$ cat config.mk
export PLATFORM = sky130hd
export DESIGN_NAME = vga_sync_receiver
export DESIGN_NICKNAME = d
export VERILOG_FILES = /design/src/rtl/vga_pkg.sv /design/src/rtl/vga_sync_edge.sv /design/src/rtl/vga_sync_receiver.sv
export SDC_FILE = /design/constraint.sdc
export NUM_CORES = 1
export LEC_CHECK = 0
export ABC_AREA = 1
export CAP_MARGIN = 10
export CORE_MARGIN = 4
export CORE_UTILIZATION = 57
export CTS_BUF_LIST = sky130_fd_sc_hd__clkbuf_8 sky130_fd_sc_hd__clkbuf_16
export DETAILED_ROUTE_END_ITERATION = 8
export PLACE_DENSITY = 0.91
export SKIP_CTS_REPAIR_TIMING = 1
export SLEW_MARGIN = 0
export SYNTH_ARGS = -nofsm -noshare
export SYNTH_HDL_FRONTEND = slang
export SYNTH_SLANG_ARGS = --single-unit
export TNS_END_PERCENT = 50
$ cat constraint.sdc
create_clock -name clk -period 2 [get_ports clk]
set_input_delay 0.2 -clock clk [delete_from_list [all_inputs] [get_ports clk]]
set_output_delay 0.2 -clock clk [all_outputs]
set_load 0.01 [all_outputs]
$ cat src/rtl/vga_pkg.sv
// Shared VGA timing constants, address widths and sync receiver state type.
// Defaults describe 640x480@60 with a 25 MHz pixel clock.
package vga_pkg;

   localparam int unsigned VGA_H_PULSE  = 96;
   localparam int unsigned VGA_H_BP     = 48;
   localparam int unsigned VGA_H_ACTIVE = 640;
   localparam int unsigned VGA_H_FP     = 16;

   localparam int unsigned VGA_V_PULSE  = 2;
   localparam int unsigned VGA_V_BP     = 33;
   localparam int unsigned VGA_V_ACTIVE = 480;
   localparam int unsigned VGA_V_FP     = 10;

   localparam int unsigned ADDR_X_WIDTH = 10;
   localparam int unsigned ADDR_Y_WIDTH = 9;

   typedef enum logic [1:0] {
      RX_SEARCH,
      RX_MEASURE,
      RX_LOCKED
   } rx_state_t;

endpackage

$ cat src/rtl/vga_sync_edge.sv
// Samples one active-low sync line and flags its falling edge.
// Ports: clk, reset_n (async, active-low), sync_i (raw sync), fall_o (edge pulse).
module vga_sync_edge (
   input  logic clk,
   input  logic reset_n,
   input  logic sync_i,
   output logic fall_o
);

   logic sync_q;

   // Idle level of a sync line is high, so reset to 1 to avoid a false edge.
   always_ff @(posedge clk or negedge reset_n) begin
      if (!reset_n) sync_q <= 1'b1;
      else          sync_q <= sync_i;
   end

   assign fall_o = sync_q & ~sync_i;

endmodule

$ cat src/rtl/vga_sync_receiver.sv
// VGA sync receiver: recovers pixel coordinates from hs/vs and monitors timing.
// Ports: clk, reset_n, vga_hs, vga_vs in; pix_valid/x/y, frame_start, locked, h_err, v_err out.
module vga_sync_receiver
   import vga_pkg::*;
#(
   parameter int unsigned H_PULSE  = VGA_H_PULSE,
   parameter int unsigned H_BP     = VGA_H_BP,
   parameter int unsigned H_ACTIVE = VGA_H_ACTIVE,
   parameter int unsigned H_FP     = VGA_H_FP,
   parameter int unsigned V_PULSE  = VGA_V_PULSE,
   parameter int unsigned V_BP     = VGA_V_BP,
   parameter int unsigned V_ACTIVE = VGA_V_ACTIVE,
   parameter int unsigned V_FP     = VGA_V_FP
) (
   input  logic                    clk,
   input  logic                    reset_n,
   input  logic                    vga_hs,
   input  logic                    vga_vs,
   output logic                    pix_valid,
   output logic [ADDR_X_WIDTH-1:0] pix_x,
   output logic [ADDR_Y_WIDTH-1:0] pix_y,
   output logic                    frame_start,
   output logic                    locked,
   output logic                    h_err,
   output logic                    v_err
);

   localparam int unsigned H_TOTAL = H_PULSE + H_BP + H_ACTIVE + H_FP;
   localparam int unsigned V_TOTAL = V_PULSE + V_BP + V_ACTIVE + V_FP;
   localparam int unsigned H_SAT   = 2 * H_TOTAL - 1;
   localparam int unsigned V_SAT   = 2 * V_TOTAL - 1;
   localparam int unsigned HW      = $clog2(2 * H_TOTAL);
   localparam int unsigned VW      = $clog2(2 * V_TOTAL);
   localparam int unsigned H_OFF   = H_PULSE + H_BP;
   localparam int unsigned V_OFF   = V_PULSE + V_BP;

   logic          hs_fall, vs_fall;
   logic [HW-1:0] h_cnt_q, h_cnt_d;
   logic [VW-1:0] v_cnt_q, v_cnt_d;
   logic          vs_pend_q, vs_pend_d;
   logic          seen_q;
   logic          skip_q;
   rx_state_t     state_q;

   logic frame_ev, line_err, h_to, f_err, v_to;
   logic h_err_c, v_err_c, err, hvis, vvis, lk, vis;

   vga_sync_edge u_hs_edge (
      .clk     (clk),
      .reset_n (reset_n),
      .sync_i  (vga_hs),
      .fall_o  (hs_fall)
   );

   vga_sync_edge u_vs_edge (
      .clk     (clk),
      .reset_n (reset_n),
      .sync_i  (vga_vs),
      .fall_o  (vs_fall)
   );

   always_comb begin
      // A vsync edge is only acted on at the next line start.
      frame_ev = hs_fall & (vs_pend_q | vs_fall);
      line_err = hs_fall & (state_q != RX_SEARCH) & ~skip_q
               & (h_cnt_q != HW'(H_TOTAL - 1));
      // Timeouts fire on the step into saturation, so they pulse once.
      h_to     = ~hs_fall & (h_cnt_q == HW'(H_SAT - 1));
      f_err    = frame_ev & (v_cnt_q != VW'(V_TOTAL - 1));
      v_to     = hs_fall & ~frame_ev & (v_cnt_q == VW'(V_SAT - 1));
      h_err_c  = seen_q & (line_err | h_to);
      v_err_c  = seen_q & (f_err | v_to);
      err      = h_err_c | v_err_c;

      h_cnt_d = h_cnt_q;
      if (hs_fall)                    h_cnt_d = '0;
      else if (h_cnt_q != HW'(H_SAT)) h_cnt_d = h_cnt_q + HW'(1);

      v_cnt_d = v_cnt_q;
      if (frame_ev)                                v_cnt_d = '0;
      else if (hs_fall && v_cnt_q != VW'(V_SAT))   v_cnt_d = v_cnt_q + VW'(1);

      vs_pend_d = frame_ev ? 1'b0 : (vs_pend_q | vs_fall);

      hvis = (h_cnt_q >= HW'(H_OFF)) && (h_cnt_q < HW'(H_OFF + H_ACTIVE));
      vvis = (v_cnt_q >= VW'(V_OFF)) && (v_cnt_q < VW'(V_OFF + V_ACTIVE));
      lk   = (state_q == RX_LOCKED);
      vis  = hvis & vvis & lk;
   end

   always_ff @(posedge clk or negedge reset_n) begin
      if (!reset_n) begin
         h_cnt_q     <= '0;
         v_cnt_q     <= '0;
         vs_pend_q   <= 1'b0;
         seen_q      <= 1'b0;
         skip_q      <= 1'b0;
         state_q     <= RX_SEARCH;
         pix_valid   <= 1'b0;
         pix_x       <= '0;
         pix_y       <= '0;
         frame_start <= 1'b0;
         locked      <= 1'b0;
         h_err       <= 1'b0;
         v_err       <= 1'b0;
      end else begin
         h_cnt_q     <= h_cnt_d;
         v_cnt_q     <= v_cnt_d;
         vs_pend_q   <= vs_pend_d;
         seen_q      <= seen_q | hs_fall;
         h_err       <= h_err_c;
         v_err       <= v_err_c;
         locked      <= lk;
         pix_valid   <= vis;
         pix_x       <= vis ? ADDR_X_WIDTH'(h_cnt_q - HW'(H_OFF)) : '0;
         pix_y       <= vis ? ADDR_Y_WIDTH'(v_cnt_q - VW'(V_OFF)) : '0;
         frame_start <= lk & (h_cnt_q == HW'(H_OFF))
                      & (v_cnt_q == VW'(V_OFF));
         if (hs_fall) skip_q <= 1'b0;
         unique case (state_q)
            RX_SEARCH: begin
               // The first measured line may follow a partial one.
               if (frame_ev) begin
                  state_q <= RX_MEASURE;
                  skip_q  <= 1'b1;
               end
            end
            RX_MEASURE: begin
               if (err)           state_q <= RX_SEARCH;
               else if (frame_ev) state_q <= RX_LOCKED;
            end
            RX_LOCKED: begin
               if (err) state_q <= RX_SEARCH;
            end
            default: state_q <= RX_SEARCH;
         endcase
      end
   end

endmodule

==> flow_summary.toml <==
[run_status]
status = "complete, no violations"

[die]
die-area_um2 = 6270
start_util = 0.599
coreArea_um2 = 4820
die_w_um = 79.2
die_h_um = 79.2
pin_count = 28
fp-row-count = 25

[clocking]
cts_root_buffer = "clkbuf_8"
numCtsBuffers = 5
cts.sinks = 53
clock_path_buffers = 2
cts_tree = "yes"
insertion_delay_ps = 310
path_clk_slew_ps = 90
htreeDepth = 2

[synth]
synth_most_common_cell = "nand2_1"
ys_top_cells_by_area = "dfrtp_1, nand2_1, nand3_1"
synthFlopType = "dfrtp_1"
synth-seq-area-share = 0.460
synth_top_area_frac = 0.442
synth.ff_latch_count = 53
syn-cell-area_um2 = 2890
avgSynthCellArea_um2 = 8.62
ys_types = 35
yosysWarningCount = 0
synth_commonest_cells = "nand2_1, dfrtp_1, inv_1, nand3_1, nor2_1"
netlist_instances = 335
yosysTopAreaCell = "dfrtp_1"
synth-edff-count = 0
postSynth.asyncResetShare = 1.00
synth_fp_nets = 348

[route]
wl_mm = 6.11
vias = 2342
drc = 0
drt_iter0_markers = 222
vias_per_cell = 5.37
first_pass_iters = 4
post_drt_wl_per_cell_um = 14.0
antenna_left = 0

[sta]
fin_crit_ps = 1760
setup_ws_ps = 237
skew_ps = 3.89
worst_slew_pin_slew_ps = 627
post-route-period-util = 0.882
rsz0062_at_grt = "no"
fin_hold_ws_ps = 314
fmax_mhz = 567
finalSetupViolCount = 0
finalMaxSlewViolations = 0
relSlewSlack = 0.582
finalHoldViolCount = 0
fin_setup_tns_ps = 0

[critical_path]
critPathLaunchType = "flop"
setup.worst_path.class = "reg -> reg"
r2r_start = "h_cnt_q[5]$_DFFE_PN0P_"
crit_arrival_ps = 2010
r2r_cells = 9
crit_end = "pix_y[4]$_DFF_PN0_"
r2r_setup_slack_ps = 240
critPathLaunch = "h_cnt_q[5]$_DFFE_PN0P_"
crit_path_max_fanout = 15
end_kind = "flop"
worst_ep_required_time_ps = 2240
r2r_end = "pix_y[4]$_DFF_PN0_"

[run]
drv_cap = 0

[hold_path]
hp-class = "in -> reg"
worstHoldPathCells = 1

[grt]
overflow = 0
antenna_found_initial = 0
grt_pass1_wl_mm = 10.8
grt_use_total = 0.219
grt_max_degree = 29
grt_pass1_vias = 2346

[final_layout]
stdcell_count = 436
area_growth_pct = 14.8
drive_gt1_frac = 0.206
antenna_cells = 0
nets = 381

[power_and_ir_drop]
power_density_nw_per_um2 = 804
vdd_drop_max_mv = 0.378
total_power_w = 0.00267
cellLeakagePower_nw = 1.59

[placement]
dp_slack_ps = 160
numPortBuffers = 27
gp_congestion = 0.921
place_hpwl_mm = 4.62
place_inst = 427
[critical path, cell delays in order, from the launching register on]
cell and delay [ps]:
dfrtp_1 450, inv_1 160, ha_1 170, inv_1 60, nor3_1 140, nand4_1 180
nand3b_2 130, nand3_2 70, buf_4 220, nor2_2 110
[per-layer routing]
metal / vias to the layer above / routed length (um) / GRT usage
li1: 1137 / - / -
met1: 1117 / 2750 / 0.292
met2: 75 / 2910 / 0.348
met3: 13 / 332 / 0.0488
met4: 0 / 112 / 0.0842
met5: - / 0 / 0
[area by class of cell]
class / instances / area [um2]
Clock buffer: 5 / 68.8
Clock inverter: 3 / 13.8
Fill cell: 416 / 1500
Inverter: 42 / 159
Multi-Input combinational cell: 233 / 1340
Sequential cell: 53 / 1330
Tap cell: 67 / 83.8
Timing Repair Buffer: 33 / 325
[per-stage QoR]
step	area, um2	util
after floorplan	2890	-
after global placement	3220	0.668
after detailed placement	3220	0.668
after CTS	3300	0.685
after global routing	3310	0.688
final	3310	0.688
[layout by cell type, fill, tap and decap left out, drive strengths merged]
cell type | netlist | routed
nor3 | 15 | 15
clkinv | 1 | 3
a22o | 1 | 1
dlygate4sd3 | 0 | 1
nor4 | 1 | 1
xor2 | 11 | 11
a31oi | 1 | 1
nand2 | 63 | 63
nor2 | 53 | 53
clkbuf | 0 | 5
or2 | 4 | 4
nand3b | 1 | 1
nand4 | 5 | 5
inv | 41 | 42
nand3 | 33 | 33
and2 | 1 | 1
dfrtp | 51 | 51
ha | 9 | 9
xnor2 | 1 | 1
buf | 7 | 6
a21oi | 13 | 13
dfstp | 2 | 2
o21ai | 21 | 21
clkdlybuf4s50 | 0 | 26
[worst min-delay path by stage]
stage,from,endpoint,slack (ps)
floorplan,reset_n,frame_start$_DFF_PN0_,-100
global placement,reset_n,v_err$_DFF_PN0_,240
detailed placement,reset_n,v_err$_DFF_PN0_,250
CTS,reset_n,v_err$_DFF_PN0_,-90
global route,vga_vs,u_vs_edge.sync_q$_DFF_PN1_,310
finish,vga_vs,u_vs_edge.sync_q$_DFF_PN1_,310
[registers in the layout, summed over array words and instances (netlist names)]
name,flops
h_err,1
skip_q,1
pix_y,9
seen_q,1
u_vs_edge.sync_q,1
frame_start,1
state_q,2
v_cnt_q,11
u_hs_edge.sync_q,1
h_cnt_q,11
locked,1
vs_pend_q,1
pix_x,10
pix_valid,1
v_err,1
[cell families after synthesis]
logic type / count (synthesis) / share of synthesized area
fa+ha+maj: 9 / 0.0390
flops: 53 / 0.460
xor+xnor: 12 / 0.0364
compound gates: 36 / 0.0759
simple gates: 176 / 0.310
buf+inv: 49 / 0.0780
[where the power goes]
part	leakage, nW	switching, W	internal, W
Sequential	0.712	0.000134	0.00118
Combinational	0.829	0.000501	0.000276
Clock	0.0491	0.000339	0.000238
No activity file was read; power rests on OpenSTA's default activity.
==> RTL edit 1 (config.mk and constraints unchanged) <==
Take the reset off `pix_x` and `pix_y` and load them in a clocked block of their own.
--- a/src/rtl/vga_sync_receiver.sv
+++ b/src/rtl/vga_sync_receiver.sv
@@ -97,8 +97,6 @@
          skip_q      <= 1'b0;
          state_q     <= RX_SEARCH;
          pix_valid   <= 1'b0;
-         pix_x       <= '0;
-         pix_y       <= '0;
          frame_start <= 1'b0;
          locked      <= 1'b0;
          h_err       <= 1'b0;
@@ -112,8 +110,6 @@
          v_err       <= v_err_c;
          locked      <= lk;
          pix_valid   <= vis;
-         pix_x       <= vis ? ADDR_X_WIDTH'(h_cnt_q - HW'(H_OFF)) : '0;
-         pix_y       <= vis ? ADDR_Y_WIDTH'(v_cnt_q - VW'(V_OFF)) : '0;
          frame_start <= lk & (h_cnt_q == HW'(H_OFF))
                       & (v_cnt_q == VW'(V_OFF));
          if (hs_fall) skip_q <= 1'b0;
@@ -137,5 +133,10 @@
       end
    end
 
+   always_ff @(posedge clk) begin
+      pix_x <= vis ? ADDR_X_WIDTH'(h_cnt_q - HW'(H_OFF)) : '0;
+      pix_y <= vis ? ADDR_Y_WIDTH'(v_cnt_q - VW'(V_OFF)) : '0;
+   end
+
 endmodule
 
Behaviour: same outputs for any inputs over 10 cycles, from zero or initial values and one cycle with reset_n low; that may be too few to reach the edited logic, so the function may still have changed.
==> RTL edit 1 against the original RTL <==
Count of clock-buffer cells in the layout unchanged. Synthesized area grew 2.0%. Final area grew 1.1%. Routed wire length increased by 0.80%. Clock skew is essentially flat. Sequential share of layout area fell by 3.3 points. Setup slack worse by 0.023 ns. Via count up 10%. Sequential cell count is the same. First-iteration DRC count rose by 26%. Power is 2.8% higher. Maximum frequency shrank 1.3%.
==> RTL edit 1: results (changes against the original RTL) <==
* Outcome: completed (unchanged)
* Post-Syn Nets at 396 (was 348)
* Ys async rst share at 0.6415 (was 1.000)
* Initial DRC count at 279 (was 222)
* Worst Path Max Fanout at 14 (was 15)
* Internal at 1876 uW (was 1691 uW)
* Top cells by area, synth: dfrtp_1, dfxtp_1, nand2_1 (was dfrtp_1, nand2_1, nand3_1)
* CTS Buf Count at 5 (unchanged)
* Htree depth at 2 (unchanged)
* Worst stage delay on the critical path at 0.53 ns (was 0.45 ns)
* All-Layer GR Usage at 0.2198 (was 0.2188)
* Drt pass-1 iters at 5 (was 4)
* Top cells by count, synth: nand2_1, inv_1, nor2_1 (was nand2_1, dfrtp_1, inv_1)
* First-pass GRT wire length at 10990 um (was 10750 um)
* WL/cell at 12.93 um (was 14.00 um)
* Slew @ Worst Pin at 0.4407 ns (was 0.6274 ns)
* Clock Power Share at 0.308 (was 0.217)
* GPL Wtd Cong at 0.9757 (was 0.9213)
* Fin Clk Skew at 0.003720 ns (was 0.003888 ns)
* Worst hold path class: primary input to async pin (was primary input to flop)
* Via count at 2582 (was 2342)
* Netlist cell types at 31 (was 35)
* Crit path DAT at 2.04 ns (was 2.01 ns)
* Share of layout cells above drive strength 1 at 0.1687 (was 0.2060)
* Dpl ws at 0.2398 ns (was 0.1603 ns)
* Vias in the first global route at 2432 (was 2346)
* Yosys warning count at 0 (unchanged)
* Fill cells at 396 (was 416)
* Sequential area share after synthesis at 0.4192 (was 0.4603)
* Cell count after placement at 468 (was 427)
* Worst vdd ir at 0.5886 mV (was 0.3779 mV)
* Detailed-route wire length at 6154 um (was 6105 um)
* Maximum clock path buffer count at 2 (unchanged)
* Final #Nets at 421 (was 381)
* Finished Core Util at 0.6908 (was 0.6881)
* Seq pwr share at 0.465 (was 0.492)
* LEAKAGE at 0.001610 uW (was 0.001590 uW)
-- RTL edit 1: worst paths after layout --
kind,start,endpoint,slack [ns],cells after the start
min in group clk,vga_vs,u_vs_edge.sync_q,0.31,1
min,reset_n,h_cnt_q[5],0.29,2
max reg2reg,v_cnt_q[0],pix_y[0],0.21,8
min reg2reg,skip_q,skip_q,0.49,2
max in group asynchronous,reset_n,u_hs_edge.sync_q,1.36,2
max,v_cnt_q[0],pix_y[0],0.21,8
-- RTL edit 1: cell type report --
| type | instances | area (sq um) | share of cell area |
|---|---|---|---|
| Clock buffer | 5 | 68.82 | 0.02055 |
| Clock inverter | 3 | 65.06 | 0.01942 |
| Inverter | 51 | 196.4 | 0.05865 |
| Multi-Input combinational cell | 264 | 1386 | 0.4139 |
| Sequential cell | 53 | 1234 | 0.3683 |
| Tap cell | 67 | 83.83 | 0.02503 |
| Timing Repair Buffer | 33 | 315.3 | 0.09414 |
-- RTL edit 1: metal layers --
metal | GRT usage | up-vias | routed length [um]
li1 | - | 1255 | -
met1 | 0.2796 | 1180 | 2571
met2 | 0.3514 | 123 | 2918
met3 | 0.04289 | 24 | 427
met4 | 0.1182 | 0 | 235
met5 | 0 | - | 0
-- RTL edit 1: kinds of logic (layout without fill, tap and decap cells) --
logic type / Yosys count / in the layout / share of synthesized area
compound gates: 27 / 27 / 0.04677
flops: 53 / 53 / 0.4192
xor+xnor: 10 / 10 / 0.02976
simple gates: 218 / 218 / 0.3563
fa+ha+maj: 9 / 9 / 0.03827
buf+inv: 66 / 92 / 0.1097
-- RTL edit 1: through the flow --
stage	total power [uW]	cell area (sq um)
global route	2936	3349
CTS	2752	3349
floorplan	1753	2943
global placement	1873	3216
finish	2740	3349
detailed placement	1901	3216
==> RTL edit 2 (config.mk and constraints unchanged) <==
Without the edit above. The package constant `VGA_H_FP` goes from 16 to 32.
--- a/src/rtl/vga_pkg.sv
+++ b/src/rtl/vga_pkg.sv
@@ -5,7 +5,7 @@
    localparam int unsigned VGA_H_PULSE  = 96;
    localparam int unsigned VGA_H_BP     = 48;
    localparam int unsigned VGA_H_ACTIVE = 640;
-   localparam int unsigned VGA_H_FP     = 16;
+   localparam int unsigned VGA_H_FP     = 32;
 
    localparam int unsigned VGA_V_PULSE  = 2;
    localparam int unsigned VGA_V_BP     = 33;
Formal check against the unedited RTL: same outputs for any inputs over 10 cycles, from zero or initial values and one cycle with reset_n low; that may be too few to reach the edited logic, so the function may still have changed.
==> RTL edit 2 against the original RTL <==
Maximum frequency decreased by 1.3%. Final area increased by 1.6%. Sequential cell count unchanged. Setup slack got worse by 0.024 ns. Routed wire length decreased by 0.38%. Power increased by 3.9%. Clock power increased by 31%. Synthesized area increased by 1.3%.
==> RTL edit 2: results (changes against the original RTL) <==
* Ys async rst share at 1.000 (unchanged)
* Initial antenna violation count at 0 (unchanged)
* Crit path DAT at 2.03 ns (was 2.01 ns)
* Pin count of the biggest net entering global routing at 33 (was 29)
* All-Layer GR Usage at 0.2091 (was 0.2188)
* Final #Nets at 384 (was 381)
* Top cells by area, synth: dfrtp_1, nand2_1, nand3_1 (unchanged)
* Netlist cell types at 34 (was 35)
* Worst hold start: vga_hs (was vga_vs)
* Vias per cell at 5.459 (was 5.372)
* GPL Wtd Cong at 0.9498 (was 0.9213)
* Worst r2r src: h_cnt_q[5] (unchanged)
* Slew headroom at 0.6522 (was 0.5818)
* Share of layout cells above drive strength 1 at 0.2129 (was 0.2060)
* Yosys warning count at 0 (unchanged)
* Drt pass-1 iters at 5 (was 4)
* Detailed placement HPWL at 4494 um (was 4623 um)
* Htree depth at 2 (unchanged)
* Total gr overflow at 0 (unchanged)
* Detailed-route wire length at 6082 um (was 6105 um)
* CTS Buf Count at 5 (unchanged)
* Worst Path Max Fanout at 10 (was 15)
* Outcome: completed (unchanged)
* Post-Syn Nets at 352 (was 348)
* Top cells by count, synth: nand2_1, dfrtp_1, inv_1 (unchanged)
* Clock Pin Slew Worst Setup and Hold Paths at 0.09 ns (about the same)
* First-pass GRT wire length at 10370 um (was 10750 um)
* Sequential area share after synthesis at 0.4546 (was 0.4603)
* Placed cell areas at 3241 sq um (was 3219 sq um)
* Fin Clk Skew at 0.006845 ns (was 0.003888 ns)
* Worst vdd ir at 0.3482 mV (was 0.3779 mV)
* Initial DRC count at 166 (was 222)
* Vias in the first global route at 2253 (was 2346)
* LEAKAGE at 0.001619 uW (was 0.001590 uW)
[RTL edit 2: cell types whose count changed in the layout (fill, tap and decap cells not counted), sizes merged, moves of 2 or more]
cell	unedited run	this run
clkinv	3	0
nand4	5	3
inv	42	47
nand2	63	57
nor3	15	25
or2	4	2
o21ai	21	17
[RTL edit 2: layout make-up]
| cell class | instances | area (sq um) |
|---|---|---|
| Fill cell | 390 | 1481 |
| Multi-Input combinational cell | 230 | 1333 |
| Sequential cell | 53 | 1329 |
| Timing Repair Buffer | 34 | 332.8 |
| Inverter | 46 | 172.7 |
| Tap cell | 67 | 83.83 |
| Clock buffer | 6 | 82.58 |
| Clock inverter | 2 | 33.78 |
[RTL edit 2: critical path, cell delays in order, from the launching register on]
cell and delay (ns):
dfrtp_1 0.47, inv_1 0.16, ha_1 0.20, nand2_1 0.07, nor3_1 0.23, nand3_1 0.11, nand3_1 0.10, nand3_2 0.09
buf_4 0.20, nor2_2 0.10
[RTL edit 2: cells by family (layout without fill, tap and decap cells)]
group / Yosys count / in the layout / synth area share
simple gates: 173 / 173 / 0.2907
flops: 53 / 53 / 0.4546
fa+ha+maj: 10 / 10 / 0.04281
buf+inv: 55 / 88 / 0.08947
xor+xnor: 13 / 13 / 0.03896
compound gates: 34 / 34 / 0.08348
[RTL edit 2: power breakdown]
group | internal (uW) | switching, uW | total [uW]
registers | 1170 | 130 | 1300
clock network | 404 | 351 | 755
logic | 246 | 463 | 709
total | 1820 | 944 | 2770
[RTL edit 2: through the flow]
| stage | hold WS [ns] | cells | utilization | setup slack, ns |
|---|---|---|---|---|
| finish | 0.3160 | 438 | 0.6945 | 0.2131 |
| global route | 0.3148 | 438 | 0.6945 | 0.03941 |
| CTS | -0.1313 | 437 | 0.6924 | 0.2226 |
| detailed placement | 0.2078 | 429 | 0.6684 | 0.2546 |
| global placement | 0.1993 | 429 | 0.6684 | 0.2945 |
| floorplan | -0.09559 | 338 | - | 0.4849 |
[RTL edit 2: path summary, 6_finish.rpt]
| check | end | slack, ns | depth (start not counted) |
|---|---|---|---|
| setup / recovery | pix_x[0] | 0.21 | 9 |
| hold / removal | u_hs_edge.sync_q | 0.32 | 1 |
| min in group asynchronous | vs_pend_q | 0.40 | 2 |
| setup reg to reg | pix_x[0] | 0.21 | 9 |
| hold reg to reg | seen_q | 0.53 | 1 |
| max in group asynchronous | pix_y[5] | 1.06 | 3 |
[RTL edit 2: routing by layer]
layer | GRT usage | wire length (um) | vias to the layer above
li1 | - | - | 1140
met1 | 0.2899 | 2625 | 1133
met2 | 0.3289 | 2904 | 103
met3 | 0.03386 | 437 | 15
met4 | 0.07904 | 114 | 0
met5 | 0 | 0 | -
